### src/rtl/spi_target_rx_if.sv
// Received-word stream from the PMD901 SPI target receiver: valid/ready data slot plus
// frame status flags. The receiver drives the master side; the consumer takes the slave side.
interface spi_target_rx_if #(
  parameter int DATA_WIDTH = 16
);
  logic [DATA_WIDTH-1:0] rx_data;
  logic                  rx_valid;
  logic                  rx_ready;
  logic                  busy;
  logic                  frame_err;
  logic                  overrun;

  modport master (
    output rx_data, rx_valid, busy, frame_err, overrun,
    input  rx_ready
  );

  modport slave (
    input  rx_data, rx_valid, busy, frame_err, overrun,
    output rx_ready
  );
endinterface

### src/rtl/spi_target_rx.sv
// PMD901 SPI receive end: oversamples sclk/cs_n/mosi in PCLK, rebuilds MSB-first frames
// and hands good words to a single-entry valid/ready slot, flagging framing and overrun errors.
module spi_target_rx #(
  parameter int DATA_WIDTH  = 16,
  parameter int SYNC_STAGES = 2
) (
  input  logic             PCLK,
  input  logic             PRESETn,
  input  logic             sclk,
  input  logic             cs_n,
  input  logic             mosi,
  spi_target_rx_if.master  rx
);

  localparam int CNT_W = $clog2(DATA_WIDTH + 2);
  localparam logic [CNT_W-1:0] CNT_FULL = CNT_W'(DATA_WIDTH);
  localparam logic [CNT_W-1:0] CNT_MAX  = CNT_W'(DATA_WIDTH + 1);

  typedef enum logic [1:0] {
    IDLE = 2'd0,
    RECV = 2'd1,
    DONE = 2'd2
  } state_t;

  logic [SYNC_STAGES-1:0] sclk_sync;
  logic [SYNC_STAGES-1:0] cs_sync;
  logic [SYNC_STAGES-1:0] mosi_sync;
  logic                   p_sclk;
  logic                   p_cs_n;

  logic s_sclk;
  logic s_cs_n;
  logic s_mosi;
  logic sclk_rise;
  logic cs_fall;
  logic cs_rise;

  state_t                state;
  logic [DATA_WIDTH-1:0] shift;
  logic [CNT_W-1:0]      bit_cnt;
  logic [DATA_WIDTH-1:0] rx_data_q;
  logic                  rx_valid_q;
  logic                  busy_q;
  logic                  frame_err_q;
  logic                  overrun_q;

  // Equal-length chains on all three pins keep mosi aligned with the sclk edge that samples it.
  // The chains reset to the bus idle levels so no false edge appears on reset release.
  always_ff @(posedge PCLK or negedge PRESETn) begin
    if (!PRESETn) begin
      sclk_sync <= '0;
      cs_sync   <= '1;
      mosi_sync <= '0;
      p_sclk    <= 1'b0;
      p_cs_n    <= 1'b1;
    end else begin
      // NOTE: non-blocking shifts so every stage takes its neighbour's value from before this edge.
      sclk_sync <= {sclk_sync[SYNC_STAGES-2:0], sclk};
      cs_sync   <= {cs_sync[SYNC_STAGES-2:0], cs_n};
      mosi_sync <= {mosi_sync[SYNC_STAGES-2:0], mosi};
      p_sclk    <= sclk_sync[SYNC_STAGES-1];
      p_cs_n    <= cs_sync[SYNC_STAGES-1];
    end
  end

  assign s_sclk    = sclk_sync[SYNC_STAGES-1];
  assign s_cs_n    = cs_sync[SYNC_STAGES-1];
  assign s_mosi    = mosi_sync[SYNC_STAGES-1];
  assign sclk_rise = s_sclk & ~p_sclk;
  assign cs_fall   = ~s_cs_n & p_cs_n;
  assign cs_rise   = s_cs_n & ~p_cs_n;

  always_ff @(posedge PCLK or negedge PRESETn) begin
    if (!PRESETn) begin
      state       <= IDLE;
      shift       <= '0;
      bit_cnt     <= '0;
      rx_data_q   <= '0;
      rx_valid_q  <= 1'b0;
      busy_q      <= 1'b0;
      frame_err_q <= 1'b0;
      overrun_q   <= 1'b0;
    end else begin
      frame_err_q <= 1'b0;
      overrun_q   <= 1'b0;

      // NOTE: a later assignment in this block overrides this clear, which is how a same-cycle
      // accept and new-word load leaves rx_valid high.
      if (rx_valid_q && rx.rx_ready) begin
        rx_valid_q <= 1'b0;
      end

      case (state)
        IDLE: begin
          if (cs_fall) begin
            state   <= RECV;
            busy_q  <= 1'b1;
            shift   <= '0;
            bit_cnt <= '0;
          end
        end

        RECV: begin
          // A sclk rise coinciding with the end of the frame does not count as a bit.
          if (cs_rise) begin
            state  <= DONE;
            busy_q <= 1'b0;
          end else if (sclk_rise) begin
            shift <= {shift[DATA_WIDTH-2:0], s_mosi};
            if (bit_cnt != CNT_MAX) begin
              bit_cnt <= bit_cnt + 1'b1;
            end
          end
        end

        DONE: begin
          if (bit_cnt == CNT_FULL) begin
            if (!rx_valid_q || rx.rx_ready) begin
              rx_data_q  <= shift;
              rx_valid_q <= 1'b1;
            end else begin
              overrun_q <= 1'b1;
            end
          end else begin
            frame_err_q <= 1'b1;
          end

          if (cs_fall) begin
            state   <= RECV;
            busy_q  <= 1'b1;
            shift   <= '0;
            bit_cnt <= '0;
          end else begin
            state <= IDLE;
          end
        end

        default: begin
          state  <= IDLE;
          busy_q <= 1'b0;
        end
      endcase
    end
  end

  assign rx.rx_data   = rx_data_q;
  assign rx.rx_valid  = rx_valid_q;
  assign rx.busy      = busy_q;
  assign rx.frame_err = frame_err_q;
  assign rx.overrun   = overrun_q;

endmodule

### src/flat_wrapper.sv
// flat-port wrapper written by rule: the top's interface ports become plain ports
module spi_target_rx_flat 
#(
  parameter int DATA_WIDTH  = 16,
  parameter int SYNC_STAGES = 2
)
  (PCLK, PRESETn, sclk, cs_n, mosi, rx_rx_data, rx_rx_valid, rx_busy, rx_frame_err, rx_overrun, rx_rx_ready);
  spi_target_rx_if #(.DATA_WIDTH(DATA_WIDTH)) rx_i ();
  input  logic PCLK;
  input  logic PRESETn;
  input  logic sclk;
  input  logic cs_n;
  input  logic mosi;
  output wire logic [$bits(rx_i.rx_data)-1:0] rx_rx_data;
  output wire logic [$bits(rx_i.rx_valid)-1:0] rx_rx_valid;
  output wire logic [$bits(rx_i.busy)-1:0] rx_busy;
  output wire logic [$bits(rx_i.frame_err)-1:0] rx_frame_err;
  output wire logic [$bits(rx_i.overrun)-1:0] rx_overrun;
  input wire logic [$bits(rx_i.rx_ready)-1:0] rx_rx_ready;
  assign rx_rx_data = rx_i.rx_data;
  assign rx_rx_valid = rx_i.rx_valid;
  assign rx_busy = rx_i.busy;
  assign rx_frame_err = rx_i.frame_err;
  assign rx_overrun = rx_i.overrun;
  assign rx_i.rx_ready = rx_rx_ready;
  spi_target_rx #(.DATA_WIDTH(DATA_WIDTH), .SYNC_STAGES(SYNC_STAGES)) u_core (.PCLK(PCLK), .PRESETn(PRESETn), .sclk(sclk), .cs_n(cs_n), .mosi(mosi), .rx(rx_i));
endmodule
### config.mk
export PLATFORM = sky130hd
export DESIGN_NAME = spi_target_rx_flat
export DESIGN_NICKNAME = d
export VERILOG_FILES = /design/src/rtl/spi_target_rx_if.sv /design/src/rtl/spi_target_rx.sv /design/src/flat_wrapper.sv
export SDC_FILE = /design/constraint.sdc
export NUM_CORES = 1
export LEC_CHECK = 0
export CORE_ASPECT_RATIO = 1.25
export CORE_MARGIN = 2
export CORE_UTILIZATION = 40
export DETAILED_ROUTE_END_ITERATION = 10
export PLACE_DENSITY_LB_ADDON = 0.08
export SYNTH_ARGS = -nofsm -noshare
export SYNTH_HDL_FRONTEND = slang
export SYNTH_SLANG_ARGS = --single-unit
### constraint.sdc
create_clock -name PCLK -period 1.4 [get_ports PCLK]
set_input_delay 0.42 -clock PCLK [delete_from_list [all_inputs] [get_ports PCLK]]
set_output_delay 0.42 -clock PCLK [all_outputs]
set_load 0.005 [all_outputs]
==> flow_summary.json, run 1 <==
{
  "avgSynthCellArea_um2": 15.24,
  "vias": 1317,
  "grt_pass1_wl_um": 6182,
  "core_um2": 4800,
  "drv_slew": 0,
  "design_area_um2": 2889,
  "ys_seq_area_share_pct": 63.15,
  "diodes": 0,
  "synth_nets": 142,
  "setup_viol": 15,
  "grt_pass1_vias": 1281,
  "grt_util_all_layers_pct": 14.21,
  "outcome": "finished with violations",
  "grt_max_degree": 35,
  "cp_max_fo": 10,
  "tightest_slew_ns": 0.4172,
  "cts_inserted_buffers": 5,
  "clk_pin_slew_ns": 0.09,
  "initial_utilization_pct": 42.23,
  "die_h_um": 83.59,
  "nNetsFinal": 215,
  "required_ns": 1.59,
  "yosys_warnings": 0,
  "p_sw_share_pct": 23.89,
  "final_common_cell": "dfrtp_1",
  "cts_sinks": 51,
  "drive_gt1_share_pct": 45.89,
  "synth_edf_count": 0,
  "drv_cap": 0,
  "antenna_found_initial": 0,
  "syn_inst": 133,
  "ir_worst_vdd_v": 0.0006682,
  "startpoint_type": "register",
  "mostFrequentLayoutCells": "dfrtp_1, buf_4, a22o_1",
  "r2r-end": "u_core.rx.rx_data[4]",
  "post-route-period-util_pct": 104.8,
  "place_area_um2": 2497,
  "syn-cell-area_um2": 2027,
  "gp_congestion": 0.7670,
  "drt.antenna.violating_nets": 0,
  "wirelength_um": 3721,
  "rsz0062_at_grt": "true",
  "arrival_ns": 1.66,
  "violations": "setup timing",
  "reg2reg_depth": 6,
  "drc": 0,
  "ys_types": 35,
  "setup_tns_ns": -0.7552,
  "synth_ff_type": "dfrtp_1",
  "p_clk_share_pct": 33.3,
  "ios": 26,
  "synthArstFlopShare_pct": 100.0,
  "leakagePower_nw": 1.481,
  "drt-pass1-iter-count": 4,
  "rr_startpoint": "u_core.bit_cnt[1]",
  "hold_viol": 0,
  "port-buffer-count": 25,
  "switching_power_w": 0.0007666,
  "slew_headroom_pct": 72.19,
  "power.internal_w": 0.002442,
  "clock_path_buffers": 2,
  "hpwl_um": 2444,
  "clk_latency_ns": 0.30,
  "seq_power_share_pct": 49.4,
  "root_buffer": "clkbuf_8",
  "synth_seq_cells": 51,
  "power_density_nw_per_um2": 1111,
  "endpoint_kind": "register",
  "holdCritPathClass": "primary input to asynchronous set/reset pin",
  "cts.htree.levels": 2,
  "final.setup.worst_slack_ns": -0.06739,
  "drt_iter0_markers": 39,
  "die_area_um2": 5657,
  "skew_ns": 0.007888,
  "die_x_um": 67.67,
  "rrSetupSlack_ns": -0.07,
  "worstSetupPathType": "register to register",
  "holdBufCountCts": 0,
  "num_rows": 28,
  "viasPerCell": 4.933,
  "period_needed_ns": 1.467,
  "overflow": 0,
  "cts_tree": "done",
  "max_freq_ghz": 0.6815,
  "power_frac_comb_pct": 17.4,
  "areaGrowthSynthToFinish_pct": 42.53,
  "wl_per_cell_um": 13.94
}
routing by layer:
| metal | share of wire, % | track usage [%] | vias up |
|---|---|---|---|
| met5 | 0 | 0 | - |
| met4 | 1.3 | 5.009 | 0 |
| met3 | 3.4 | 3.779 | 5 |
| met2 | 49 | 21.84 | 21 |
| met1 | 47 | 19.09 | 662 |
| li1 | - | - | 629 |
worst max path at each step:
stage	start	endpoint	slack [ns]	cells after the start
2_1_floorplan	u_core.bit_cnt[0]	u_core.rx.rx_data[10]	-0.08	6
3_3_place_gp	rx_rx_ready	u_core.rx.rx_data[2]	-0.47	5
3_5_place_dp	rx_rx_ready	u_core.rx.rx_data[3]	-0.48	5
4_1_cts	u_core.bit_cnt[0]	u_core.rx.rx_data[6]	-0.07	6
5_1_grt	u_core.bit_cnt[1]	u_core.rx.rx_data[4]	-0.13	6
6_report	u_core.bit_cnt[1]	u_core.rx.rx_data[4]	-0.07	6
repair_timing:
| item | in CTS | in global routing |
|---|---|---|
| pin swaps | 1 | 7 |
| setup endpoints to repair | 57 | 49 |
| gates resized for setup | 37 | 29 |
| hold endpoints to repair | 0 | 0 |
| cloned | 0 | 1 |
| buffers inserted | 14 | 9 |
synth_stat cells (2+ instances only):
cell type | number | share of area, %
nor2_1 | 2 | 0.37
buf_2 | 2 | 0.49
mux2_4 | 10 | 7.4
nand3_1 | 6 | 1.5
o21ai_0 | 4 | 0.99
mux2_2 | 6 | 3.3
dfstp_2 | 3 | 3.9
inv_1 | 4 | 0.74
ha_1 | 3 | 1.9
buf_6 | 2 | 1.1
a22o_1 | 16 | 6.9
nor2b_1 | 2 | 0.62
dfrtp_1 | 48 | 59
nand3b_1 | 2 | 0.74
nand2_1 | 3 | 0.56
state kept, by name, indices dropped and copies added (netlist names):
signal,cells
u_core.p_sclk,1
u_core.rx.rx_valid,1
u_core.mosi_sync,2
u_core.cs_sync,2
u_core.p_cs_n,1
u_core.rx.rx_data,16
u_core.rx.busy,1
u_core.rx.frame_err,1
u_core.shift,16
u_core.state,2
u_core.sclk_sync,2
u_core.rx.overrun,1
u_core.bit_cnt,5
cell type report:
cell class | count | area (um^2)
multi-input cells | 73 | 762.0
well taps | 60 | 75.07
repair buffers | 71 | 634.4
inverters | 4 | 15.01
clock inverters | 2 | 38.79
flip-flops and latches | 51 | 1281
clock buffers | 6 | 82.58
fillers | 368 | 1911
critical path, stage by stage, from the launching register on:
cell and delay (ns):
dfrtp_1 0.41, inv_2 0.09, ha_4 0.11, and3_4 0.19
nand3_4 0.10, buf_12 0.17, mux2_4 0.29
through the flow:
step	hold slack [ns]	power [W]	util [%]	std cells	worst slack, ns
2_1_floorplan	0.1244	0.001790	-	133	-0.08200
3_3_place_gp	0.3337	0.001980	52.03	236	-0.4670
3_5_place_dp	0.3347	0.001990	52.03	236	-0.4837
4_1_cts	0.06211	0.003167	57.09	258	-0.06763
5_1_grt	0.07968	0.003373	60.19	267	-0.1338
6_report	0.06958	0.003209	60.19	267	-0.06739
power groups by stage:
| stage | combinational, W | sequential, W | clock [W] |
|---|---|---|---|
| after floorplan | 0.000183 | 0.00161 | 0 |
| after global placement | 0.000369 | 0.00161 | 0 |
| after detailed placement | 0.000375 | 0.00161 | 0 |
| after CTS | 0.000468 | 0.00158 | 0.00112 |
| after global routing | 0.000616 | 0.00160 | 0.00116 |
| final | 0.000557 | 0.00158 | 0.00107 |
cell families after synthesis:
| group | share of synthesized area [%] |
|---|---|
| adder cells (fa/ha/maj) | 1.852 |
| AND/OR/NAND/NOR | 10.19 |
| flip-flops | 63.15 |
| buffers and inverters | 2.716 |
| multiplexers | 10.74 |
| AO/OA/AOI/OAI | 11.36 |
Power figures use the tool's default switching activity.
==> run 2: changes to the inputs <==
--- a/config.mk
+++ b/config.mk
@@ -9,6 +9,7 @@
 export CORE_MARGIN = 2
 export CORE_UTILIZATION = 40
 export DETAILED_ROUTE_END_ITERATION = 10
+export GPL_TIMING_DRIVEN = 0
 export PLACE_DENSITY_LB_ADDON = 0.08
 export SYNTH_ARGS = -nofsm -noshare
 export SYNTH_HDL_FRONTEND = slang
==> flow_summary.json, run 2 (synthesis results as in run 1) <==
{
  "holdCritPathClass": "primary input to asynchronous set/reset pin",
  "grt_pass1_vias": 1298,
  "drv_cap": 0,
  "tightest_slew_ns": 0.4915,
  "root_buffer": "clkbuf_8",
  "whs_ns": 0.06985,
  "hold_viol": 0,
  "setup_viol": 30,
  "die_area_um2": 5657,
  "detailedPlace.worstSlack_ns": -0.5470,
  "num_rows": 28,
  "hpwl_um": 2347,
  "areaGrowthSynthToFinish_pct": 40.00,
  "drt_iter0_markers": 63,
  "wirelength_um": 3974,
  "clock_path_buffers": 2,
  "use_met3_pct": 3.779,
  "clk_latency_ns": 0.30,
  "wl_per_cell_um": 15.00,
  "mostFrequentLayoutCells": "dfrtp_1, buf_4, a22o_1, clkdlybuf4s15_1, mux2_4",
  "use_met2_pct": 23.26,
  "required_ns": 1.59,
  "cts_inserted_buffers": 5,
  "drv_slew": 0,
  "diodes": 0,
  "slew_headroom_pct": 67.24,
  "critPathBufInv": 2,
  "cts_sinks": 51,
  "leakagePower_nw": 1.449,
  "overflow": 0,
  "cts.htree.levels": 2,
  "final.setup.worst_slack_ns": -0.08421,
  "ios": 26,
  "die_x_um": 67.67,
  "outcome": "finished with violations",
  "cp_max_fo": 6,
  "period_needed_ns": 1.484,
  "die_h_um": 83.59,
  "place_area_um2": 2376,
  "dp_cells": 219,
  "slowest_delay_ns": 0.40,
  "cpMaxStageDelayCell": "dfrtp_1",
  "drt.antenna.violating_nets": 0,
  "port-buffer-count": 25,
  "grt_util_all_layers_pct": 14.42,
  "viasPerCell": 5.015,
  "initial_utilization_pct": 42.23,
  "startpoint_type": "register",
  "design_area_um2": 2838,
  "gp_congestion": 0.7594,
  "vias": 1329,
  "arrival_ns": 1.67,
  "rrSetupSlack_ns": -0.08,
  "worstSetupPathType": "register to register",
  "clk_pin_slew_ns": 0.09,
  "drive_gt1_share_pct": 42.93,
  "total_power_w": 0.002915,
  "max_freq_ghz": 0.6738,
  "drc": 0,
  "nNetsFinal": 213,
  "path_cells": "inv_2, ha_4, and3_4, nand3_4, buf_6, mux2_4",
  "violations": "setup timing",
  "drt-pass1-iter-count": 4,
  "grt_max_degree": 32,
  "power_density_nw_per_um2": 1027,
  "cp_top_family": "flip-flops",
  "rsz0062_at_grt": "true",
  "endpoint_kind": "register",
  "cts_tree": "done",
  "r2r-end": "u_core.rx.rx_data[15]",
  "final_common_cell": "dfrtp_1",
  "busiest_layer": "met2",
  "grtUsageMet1_pct": 18.13,
  "fin_cells": 265,
  "grt_pass1_wl_um": 6210,
  "skew_ns": 0.006950,
  "core_um2": 4800,
  "post-route-period-util_pct": 106.0,
  "ir_worst_vdd_v": 0.0007753,
  "rr_startpoint": "u_core.bit_cnt[1]",
  "antenna_found_initial": 0,
  "reg2reg_depth": 6
}
run 2: worst max-delay path by stage:
stage	start	slack [ns]	cells past startpoint	end
3_5_place_dp	rx_rx_ready	-0.55	5	u_core.rx.rx_data[10]
6_report	u_core.bit_cnt[1]	-0.08	6	u_core.rx.rx_data[15]
4_1_cts	u_core.bit_cnt[0]	-0.18	7	u_core.rx.rx_data[8]
2_1_floorplan	u_core.bit_cnt[0]	-0.08	6	u_core.rx.rx_data[10]
5_1_grt	u_core.bit_cnt[3]	-0.14	5	u_core.rx.rx_data[1]
3_3_place_gp	PRESETn	-1.49	1	u_core.rx.rx_data[1]
run 2: routing by layer:
metal,routed length [um],vias to the layer above
met5,0,-
met4,53,0
met3,121,6
met2,2076,24
met1,1722,674
li1,-,625
run 2: area by class of cell:
class / count / area [um^2]
Buffer: 4 / 45.04
Clock buffer: 5 / 68.82
Clock inverter: 3 / 15.01
Fill cell: 383 / 1962
Inverter: 4 / 15.01
Multi-Input combinational cell: 73 / 734.5
Sequential cell: 51 / 1280
Tap cell: 60 / 75.07
Timing Repair Buffer: 65 / 604.3
run 2: timing repair:
item,4_1_cts,5_1_grt
buffers inserted,25,17
hold buffers,0,0
endpoints found under the setup margin,52,51
pin swaps,4,5
gates cloned,1,2
gates resized for setup,33,30
run 2: per-stage QoR:
| stage | setup TNS (ns) | utilization (%) |
|---|---|---|
| 2_1_floorplan | -0.8200 | - |
| 3_3_place_gp | -83.14 | 49.19 |
| 3_5_place_dp | -9.415 | 49.50 |
| 4_1_cts | -2.212 | 56.00 |
| 5_1_grt | -2.959 | 59.12 |
| 6_report | -1.242 | 59.12 |
run 2: report_power, final:
part           switching [W]  total [W]  internal [W]
logic               0.000235   0.000528      0.000293
registers          0.0000433    0.00158       0.00154
clock network       0.000464   0.000807      0.000343
run 2: worst reg2reg max path, cell delays in order, from the launching register on:
cell     delay, ns
dfrtp_1       0.40
inv_2         0.10
ha_4          0.13
and3_4        0.19
nand3_4       0.10
buf_6         0.17
mux2_4        0.29
==> run 3: changes to the inputs <==
--- a/config.mk
+++ b/config.mk
@@ -8,9 +8,11 @@
 export CORE_ASPECT_RATIO = 1.25
 export CORE_MARGIN = 2
 export CORE_UTILIZATION = 40
+export CTS_BUF_LIST = sky130_fd_sc_hd__clkbuf_2 sky130_fd_sc_hd__clkbuf_4 sky130_fd_sc_hd__clkbuf_8
 export DETAILED_ROUTE_END_ITERATION = 10
 export GPL_TIMING_DRIVEN = 0
 export PLACE_DENSITY_LB_ADDON = 0.08
 export SYNTH_ARGS = -nofsm -noshare
 export SYNTH_HDL_FRONTEND = slang
 export SYNTH_SLANG_ARGS = --single-unit
+export TNS_END_PERCENT = 100
==> results of run 3 <==
Same layout as run 2: the final DEF is identical, and so are final timing and power.
